<file path="config.mk">
export PLATFORM = sky130hd
export DESIGN_NAME = condicionador_jogada
export DESIGN_NICKNAME = d
export VERILOG_FILES = /design/src/rtl/condicionador_jogada.sv
export SDC_FILE = /design/constraint.sdc
export NUM_CORES = 1
export LEC_CHECK = 0
export BUFFER_PORTS_ARGS = -buffer_cell sky130_fd_sc_hd__buf_4
export CAP_MARGIN = 0
export CELL_PAD_IN_SITES_DETAIL_PLACEMENT = 2
export CELL_PAD_IN_SITES_GLOBAL_PLACEMENT = 2
export CORE_MARGIN = 5
export CORE_UTILIZATION = 38
export CTS_BUF_LIST = sky130_fd_sc_hd__clkbuf_16
export CTS_CLUSTER_DIAMETER = 100
export DETAILED_ROUTE_END_ITERATION = 10
export GPL_TIMING_DRIVEN = 0
export PLACE_DENSITY = 0.84
export REMOVE_ABC_BUFFERS = 1
export SLEW_MARGIN = 10
export SYNTH_ARGS = -nofsm -noshare
export SYNTH_HDL_FRONTEND = slang
export SYNTH_SLANG_ARGS = --single-unit
</file>
<file path="constraint.sdc">
create_clock -name clock -period 2.3 [get_ports clock]
set_input_delay 0.69 -clock clock [delete_from_list [all_inputs] [get_ports clock]]
set_output_delay 0.69 -clock clock [all_outputs]
set_load 0.1 [all_outputs]
</file>
<file path="src/rtl/condicionador_jogada.sv">
// Input conditioning for the sequence game: synchronizes and debounces the raw
// buttons, rejects chords, emits one strobe per accepted press, and runs the move watchdog.
`timescale 1ns/1ps
module condicionador_jogada #(
   parameter int unsigned DEBOUNCE_CYCLES = 4,
   parameter int unsigned TIMEOUT_CYCLES  = 5000
) (
   input  logic       clock,
   input  logic       reset,
   input  logic [3:0] botoes,
   input  logic       habilita,
   input  logic       zera_timeout,
   output logic [3:0] jogada,
   output logic       jogada_feita,
   output logic       tem_jogada,
   output logic       timeout,
   output logic [2:0] db_estado
);

   localparam int unsigned DW = (DEBOUNCE_CYCLES > 1) ? $clog2(DEBOUNCE_CYCLES) : 1;
   localparam int unsigned TW = (TIMEOUT_CYCLES > 1) ? $clog2(TIMEOUT_CYCLES) : 1;
   localparam logic [DW-1:0] DB_LAST = DW'(DEBOUNCE_CYCLES - 1);
   localparam logic [TW-1:0] TO_LAST = TW'(TIMEOUT_CYCLES - 1);

   typedef enum logic [2:0] {
      OCIOSO      = 3'd0,
      FILTRANDO   = 3'd1,
      PRESSIONADO = 3'd2,
      SOLTANDO    = 3'd3,
      INVALIDO    = 3'd4
   } estado_t;

   estado_t         estado, estado_n;
   logic [3:0]      b_meta, b_s;
   logic [3:0]      cand_q, cand_n;
   logic [DW-1:0]   cnt_q, cnt_n;
   logic [3:0]      jogada_n;
   logic            feita_n;
   logic            b_um;
   logic [TW-1:0]   wd_q;

   // Two-flop synchronizer for the asynchronous buttons
   always_ff @(posedge clock or negedge reset) begin
      if (!reset) begin
         b_meta <= 4'd0;
         b_s    <= 4'd0;
      end else begin
         b_meta <= botoes;
         b_s    <= b_meta;
      end
   end

   assign b_um = (b_s != 4'd0) && ((b_s & (b_s - 4'd1)) == 4'd0);

   // State register and registered outputs
   always_ff @(posedge clock or negedge reset) begin
      if (!reset) begin
         estado       <= OCIOSO;
         cand_q       <= 4'd0;
         cnt_q        <= '0;
         jogada       <= 4'd0;
         jogada_feita <= 1'b0;
         tem_jogada   <= 1'b0;
      end else begin
         estado       <= estado_n;
         cand_q       <= cand_n;
         cnt_q        <= cnt_n;
         jogada       <= jogada_n;
         jogada_feita <= feita_n;
         tem_jogada   <= (estado_n == PRESSIONADO);
      end
   end

   // Next-state and output decode
   always_comb begin
      estado_n = estado;
      cand_n   = cand_q;
      cnt_n    = cnt_q;
      jogada_n = jogada;
      feita_n  = 1'b0;
      case (estado)
         OCIOSO: begin
            if (b_um) begin
               estado_n = FILTRANDO;
               cand_n   = b_s;
               cnt_n    = '0;
            end else if (b_s != 4'd0) begin
               estado_n = INVALIDO;
            end
         end
         FILTRANDO: begin
            if (b_s == cand_q) begin
               if (cnt_q == DB_LAST) begin
                  estado_n = PRESSIONADO;
                  // A press accepted while disabled is consumed, never delivered later
                  if (habilita) begin
                     jogada_n = cand_q;
                     feita_n  = 1'b1;
                  end
               end else begin
                  cnt_n = cnt_q + DW'(1);
               end
            end else if (b_s == 4'd0) begin
               estado_n = OCIOSO;
            end else if (b_um) begin
               cand_n = b_s;
               cnt_n  = '0;
            end else begin
               estado_n = INVALIDO;
            end
         end
         PRESSIONADO: begin
            if (b_s != cand_q) begin
               estado_n = SOLTANDO;
               cnt_n    = '0;
            end
         end
         SOLTANDO: begin
            if (b_s != 4'd0) begin
               cnt_n = '0;
            end else if (cnt_q == DB_LAST) begin
               estado_n = OCIOSO;
            end else begin
               cnt_n = cnt_q + DW'(1);
            end
         end
         INVALIDO: begin
            if (b_s == 4'd0) begin
               estado_n = SOLTANDO;
               cnt_n    = '0;
            end
         end
         default: estado_n = OCIOSO;
      endcase
   end

   // Watchdog: a strobe restarts the count but leaves an already-set flag alone
   always_ff @(posedge clock or negedge reset) begin
      if (!reset) begin
         wd_q    <= '0;
         timeout <= 1'b0;
      end else if (!habilita || zera_timeout) begin
         wd_q    <= '0;
         timeout <= 1'b0;
      end else if (feita_n) begin
         wd_q <= '0;
      end else if (!timeout) begin
         if (wd_q == TO_LAST) timeout <= 1'b1;
         else                 wd_q    <= wd_q + TW'(1);
      end
   end

   assign db_estado = estado;

endmodule

</file>
Yosys cells after proc, flatten, opt, wreduce, memory -nomap -nowiden
Cells that the tools add are included.

word-level totals
  register bits after elaboration = 37
  bits of input ports = 8
  output and inout bits = 10
  word-level logic and storage cells = 79

cells by class
  add/sub/neg operators = 3
  eq/ne operators = 17
  mux-type cells = 35
  bitwise operators = 1
  reduce and logical (&&, ||, !) cells = 13

operators with widths
  operator                                              count
  2-to-1 mux 13 bit                                     4
  2-to-1 mux 3 bit                                      10
  one-hot mux 3 bit (5 select lines)                    1
  2-to-1 mux 2 bit                                      7
  adder 13 x 1 -> 13 bit (second input constant)        1
  equality test 13 bit (second input constant)          1
  2-to-1 mux 4 bit                                      3
  one-hot mux 2 bit (5 select lines)                    1
  equality test 3 x 2 -> 1 bit (second input constant)  3
  logical NOT 4 bit                                     2
  2-to-1 mux 1 bit                                      8
  != test 2 bit (second input constant)                 4
  one-hot mux 4 bit (2 select lines)                    1
  AND reduction 4 bit                                   2
  != test 3 bit (second input constant)                 2
  nonzero test 5 bit                                    1
  bitwise AND 4 bit                                     1
  equality test 4 bit                                   1
  != test 4 bit                                         1
  nonzero test 4 bit                                    1
  subtractor 4 x 1 -> 4 bit (second input constant)     1
  equality test 3 x 1 -> 1 bit (second input constant)  1
  equality test 3 bit (second input constant)           1
  logical NOT 3 bit                                     1
  other kinds (10)                                      10

Depth between registers and ports, before layout
  depth after elaboration = 9
  gate-level depth with buffers = 8
  mapped depth without buffers = 6

Worst setup path before layout
OpenSTA, ideal clock, no wires.

  path kind = register to register
  start point = reg estado[0] (netlist: db_estado[0])
  end point = reg jogada[0]
  data arrival time = 2.083 ns
  required time = 2.174 ns
  path slack = 0.091 ns
  cell stages (with the launch flop) = 5
  path buffers = 0
  clock period less this slack = 2.209 ns
  cells stage by stage = dfrtp_1 nor2b_1 nor2b_1 nand4_1 mux2_2

between the ends
  word-level cells in the longest chain between the ends = 2

RTL lines
  element                        line  RTL
  from (decl)                    33    estado_t estado, estado_n;
  from (signal assigned)         65    estado <= estado_n;
  equality test 3 x 1 -> 1 bit   81    case (estado)
  AND reduction 4 bit (no line)  --
  to (signal assigned)           68    jogada <= jogada_n;
  to (decl)                      13    output logic [3:0] jogada,

Every way passes these cells.
A chain may end at the register's enable or synchronous reset.

Worst setup path in the final report
  start point = reg wd_q[0]
  end point = reg wd_q[8]

between the ends
  word-level cells in the longest chain between the ends = 5
  elaborated cells between the ends (all ways) = 8
  classes of those cells = add/sub: 1; eq/ne: 2; mux: 4; reduce/logical: 1

RTL lines
  element                 line  RTL
  from (decl)             40    logic [TW-1:0] wd_q;
  from (signal assigned)  149   else wd_q <= wd_q + TW'(1);
  adder 13 x 1 -> 13 bit  149
  2-to-1 mux 13 bit       148   if (wd_q == TO_LAST) timeout <= 1'b1;
  2-to-1 mux 13 bit       147   end else if (!timeout) begin
  2-to-1 mux 13 bit       145   end else if (feita_n) begin
  2-to-1 mux 13 bit       142   end else if (!habilita || zera_timeout) begin

Parallel ways exist; a longest one is shown, timed or not. The select of a mux whose other input is x is not followed.

==> flow_metrics.env <==
export IMPL_status="finished clean"
export IMPL_rsz0062_at_grt="false"
export IMPL_numCtsBuffers=5
export IMPL_ys_async_sr_fraction_pct=100
export IMPL_syn_to_final_growth_pct=20.4
export IMPL_synth_cells=165
export IMPL_cts_hold_buffers_added=0
export IMPL_synth_area_leader_cell="dfrtp_1"
export IMPL_power_density_nw_per_um2=984
export IMPL_htreeDepth=2
export IMPL_multi_input_area_um2=791
export IMPL_path_cells="ha_1, and2_1, a41oi_2, nand4_1, xor2_1, nor2_1"
export IMPL_coreArea_um2=4410
export IMPL_drt_iter0_drc=40
export IMPL_dp_cells=226
export IMPL_hold_depth=0
export IMPL_path_clk_slew_ns=0.06
export IMPL_maxCapViolCount=0
export IMPL_worst_path_stages=6
export IMPL_seq_area_frac_synth_pct=52.5
export IMPL_clockPowerShare_pct=37.0
export IMPL_row_count=24
export IMPL_startpoint="wd_q[0]"
export IMPL_tightestPinTransition_ns=0.715
export IMPL_clockBufferDepth=2
export IMPL_ant_nets=0
export IMPL_antenna_found_initial=0
export IMPL_layout_min_cycle_time_ns=2.16
export IMPL_start_kind="flop"
export IMPL_p_sw_share_pct=33.4
export IMPL_drt_total_wl_mm=4.93
export IMPL_drt_pre_antenna_iters=4
export IMPL_grt_usage_pct=15.9
export IMPL_path_max_fanout=14
export IMPL_netlist_cell_type_count=36
export IMPL_crit_family="compound AO/OA/AOI/OAI gates"
export IMPL_skew_ns=0.00587
export IMPL_fin_cells=238
export IMPL_finalSetupTns_ns=0
export IMPL_grt_pass1_vias=1519
export IMPL_io_pins=18
export IMPL_pwr_share_comb_pct=23.6
export IMPL_antennaDiodeCount=0
export IMPL_ys_warn_count=0
export IMPL_intPower_w=0.00139
export IMPL_r2r_start="wd_q[0]"
export IMPL_die_area_um2=6110
export IMPL_hold_class="flop to flop"
export IMPL_hold_violations=0
export IMPL_grt_max_degree=38
export IMPL_postLayoutCellArea_um2=2120
export IMPL_placed_area_um2=1910
export IMPL_fillCellCount=452
export IMPL_power_w=0.00209
export IMPL_drive_above_1_share_pct=21.5
export IMPL_worstHoldStart="b_meta[1]"
export IMPL_ys_ff_latch=37
export IMPL_yosysTopAreaCellShare_pct=52.5
export IMPL_cp_slowest_stage_delay_ns=0.59
export IMPL_die_width_um=78.1
export IMPL_routabilityCongestion=0.780
export IMPL_max_freq_mhz=463
export IMPL_vias_per_cell=5.60
export IMPL_slew_headroom_pct=52.3
export IMPL_cp_required_ns=2.43
export IMPL_clock_sinks=37
export IMPL_vias=1332
export IMPL_drv_slew=0
export IMPL_critical_path_class="flop to flop"
export IMPL_insertion_delay_ns=0.28
export IMPL_nNetsFinal=194
export IMPL_worstSetupEndpointType="flop"
export IMPL_io_buffers=17
export IMPL_avgSynthCellArea_um2=10.7
export IMPL_start_util_pct=40.0
export IMPL_overflow=0
export IMPL_syn_area_um2=1760
export IMPL_post_dp_hpwl_mm=3.18
export IMPL_peakVddDrop_mv=0.419
export IMPL_p_seq_share_pct=39.4
export IMPL_drc=0
export IMPL_cts_tree="built"
export IMPL_wire_per_inst_um=20.7
export IMPL_r2r_cells=6
export IMPL_p_switching_w=0.000698
export IMPL_slowest_stage="a41oi_2"
export IMPL_cts_root_buf="clkbuf_16"
export IMPL_cp_buffers_inverters=0
export IMPL_seqCellArea_um2=926
export IMPL_leakagePower_nw=0.966
export IMPL_setup_viol=0
export IMPL_cp_data_arrival_time_ns=2.29
export IMPL_synth_edf_count=0
export IMPL_ys_top_cells_by_area="dfrtp_1 52%, xor2_1 7.9%, mux2_2 5.1%, nor2_1 4.7%, nand2_1 2.3%"
export IMPL_fp_dieH_um=78.1
export IMPL_synth_main_ff_cell="dfrtp_1"
export IMPL_fin_crit_sh_pct=93.9
export IMPL_grt_pass1_wl_mm=7.66
## Yosys cell counts, types with 2 or more instances
master / count
nor2b_1: 4
nor2_1: 22
and2_1: 2
and4_1: 2
a31oi_1: 2
inv_1: 5
mux2_2: 8
mux2i_1: 3
nand4_1: 6
xor2_1: 16
a211oi_1: 2
a21oi_1: 5
dfrtp_1: 37
nand3_1: 5
nand2_1: 11
nor4b_1: 4
o21ai_0: 3
nor3_1: 3
clkbuf_1: 3
buf_2: 4
and3_1: 3
## cell families after synthesis
| family | count (synthesis) | synth area share, % |
|---|---|---|
| buf+inv | 13 | 3.48 |
| simple gates | 68 | 20.9 |
| mux | 11 | 6.81 |
| compound gates | 17 | 6.67 |
| fa+ha+maj | 2 | 1.28 |
| xor+xnor | 17 | 8.44 |
| flops | 37 | 52.5 |
## repair_timing
| action | CTS | global route |
|---|---|---|
| setup endpoints to repair | 14 | 14 |
| setup buffers | 1 | 3 |
| hold endpoints to repair | 0 | 0 |
| pin swaps | 1 | 2 |
| gates resized for setup | 1 | 1 |
## per-stage QoR
step	setup slack, ns	utilization (%)	hold slack [ns]
after floorplan	0.0727	-	0.331
after global placement	-0.0240	43.4	0.334
after CTS	0.0523	47.5	0.351
final	0.140	48.1	0.347
after global routing	0.00875	48.1	0.354
after detailed placement	-0.209	43.4	0.338
## flip-flops by register name, indices dropped and copies added, names as in the netlist
signal,cells
b_meta,4
cand_q,4
jogada,4
tem_jogada,1
timeout,1
jogada_feita,1
cnt_q,2
b_s,4
db_estado,3
wd_q,13
## per-layer routing
layer / vias up / part of all wire [%] / track usage (%)
met3: 4 / 2.7 / 4.00
met2: 17 / 53 / 28.8
met1: 694 / 44 / 18.6
li1: 617 / - / -
met4: 0 / 0.69 / 4.05
met5: - / 0 / 0
## final timing paths
path | end | slack, ns
worst max-delay path | wd_q[8] | 0.14
worst min-delay path | b_s[1] | 0.35
worst max register to register | wd_q[8] | 0.14
worst min register to register | b_s[1] | 0.35
max in group asynchronous | wd_q[1] | 1.58
min in group asynchronous | db_estado[2] | 0.37
## cell usage in the layout (no fill, tap or decap), types with 2 or more instances in the layout
master and n:
nand2_1 11, o21ai_0 3, mux2_2 8, nand3_1 5, inv_1 5, nand4_1 6
mux2i_1 3, nor2_1 22, a211oi_1 2, and3_1 3, buf_4 21, and4_1 2
nor4b_1 4, dfrtp_1 37, xor2_1 16, a21oi_1 5, a31oi_1 2, clkbuf_16 5
nor3_1 3, nor2b_1 4, and2_1 2
## area by class of cell
class                           instances  share of cell area, %
Multi-Input combinational cell        115                   37.2
Clock inverter                          3                   1.94
Inverter                                5                  0.883
Sequential cell                        37                   43.6
Clock buffer                            5                   5.89
Tap cell                               52                   3.06
Timing Repair Buffer                   21                   7.42
## power by group through the flow
stage | Clock [W] | Combinational [W] | Sequential [W]
2_1_floorplan | 0 | 0.000229 | 0.000923
3_3_place_gp | 0 | 0.000431 | 0.000819
3_5_place_dp | 0 | 0.000463 | 0.000834
4_1_cts | 0.000784 | 0.000470 | 0.000825
5_1_grt | 0.000817 | 0.000525 | 0.000840
6_report | 0.000773 | 0.000494 | 0.000824
(Power assumes the default switching activity.)
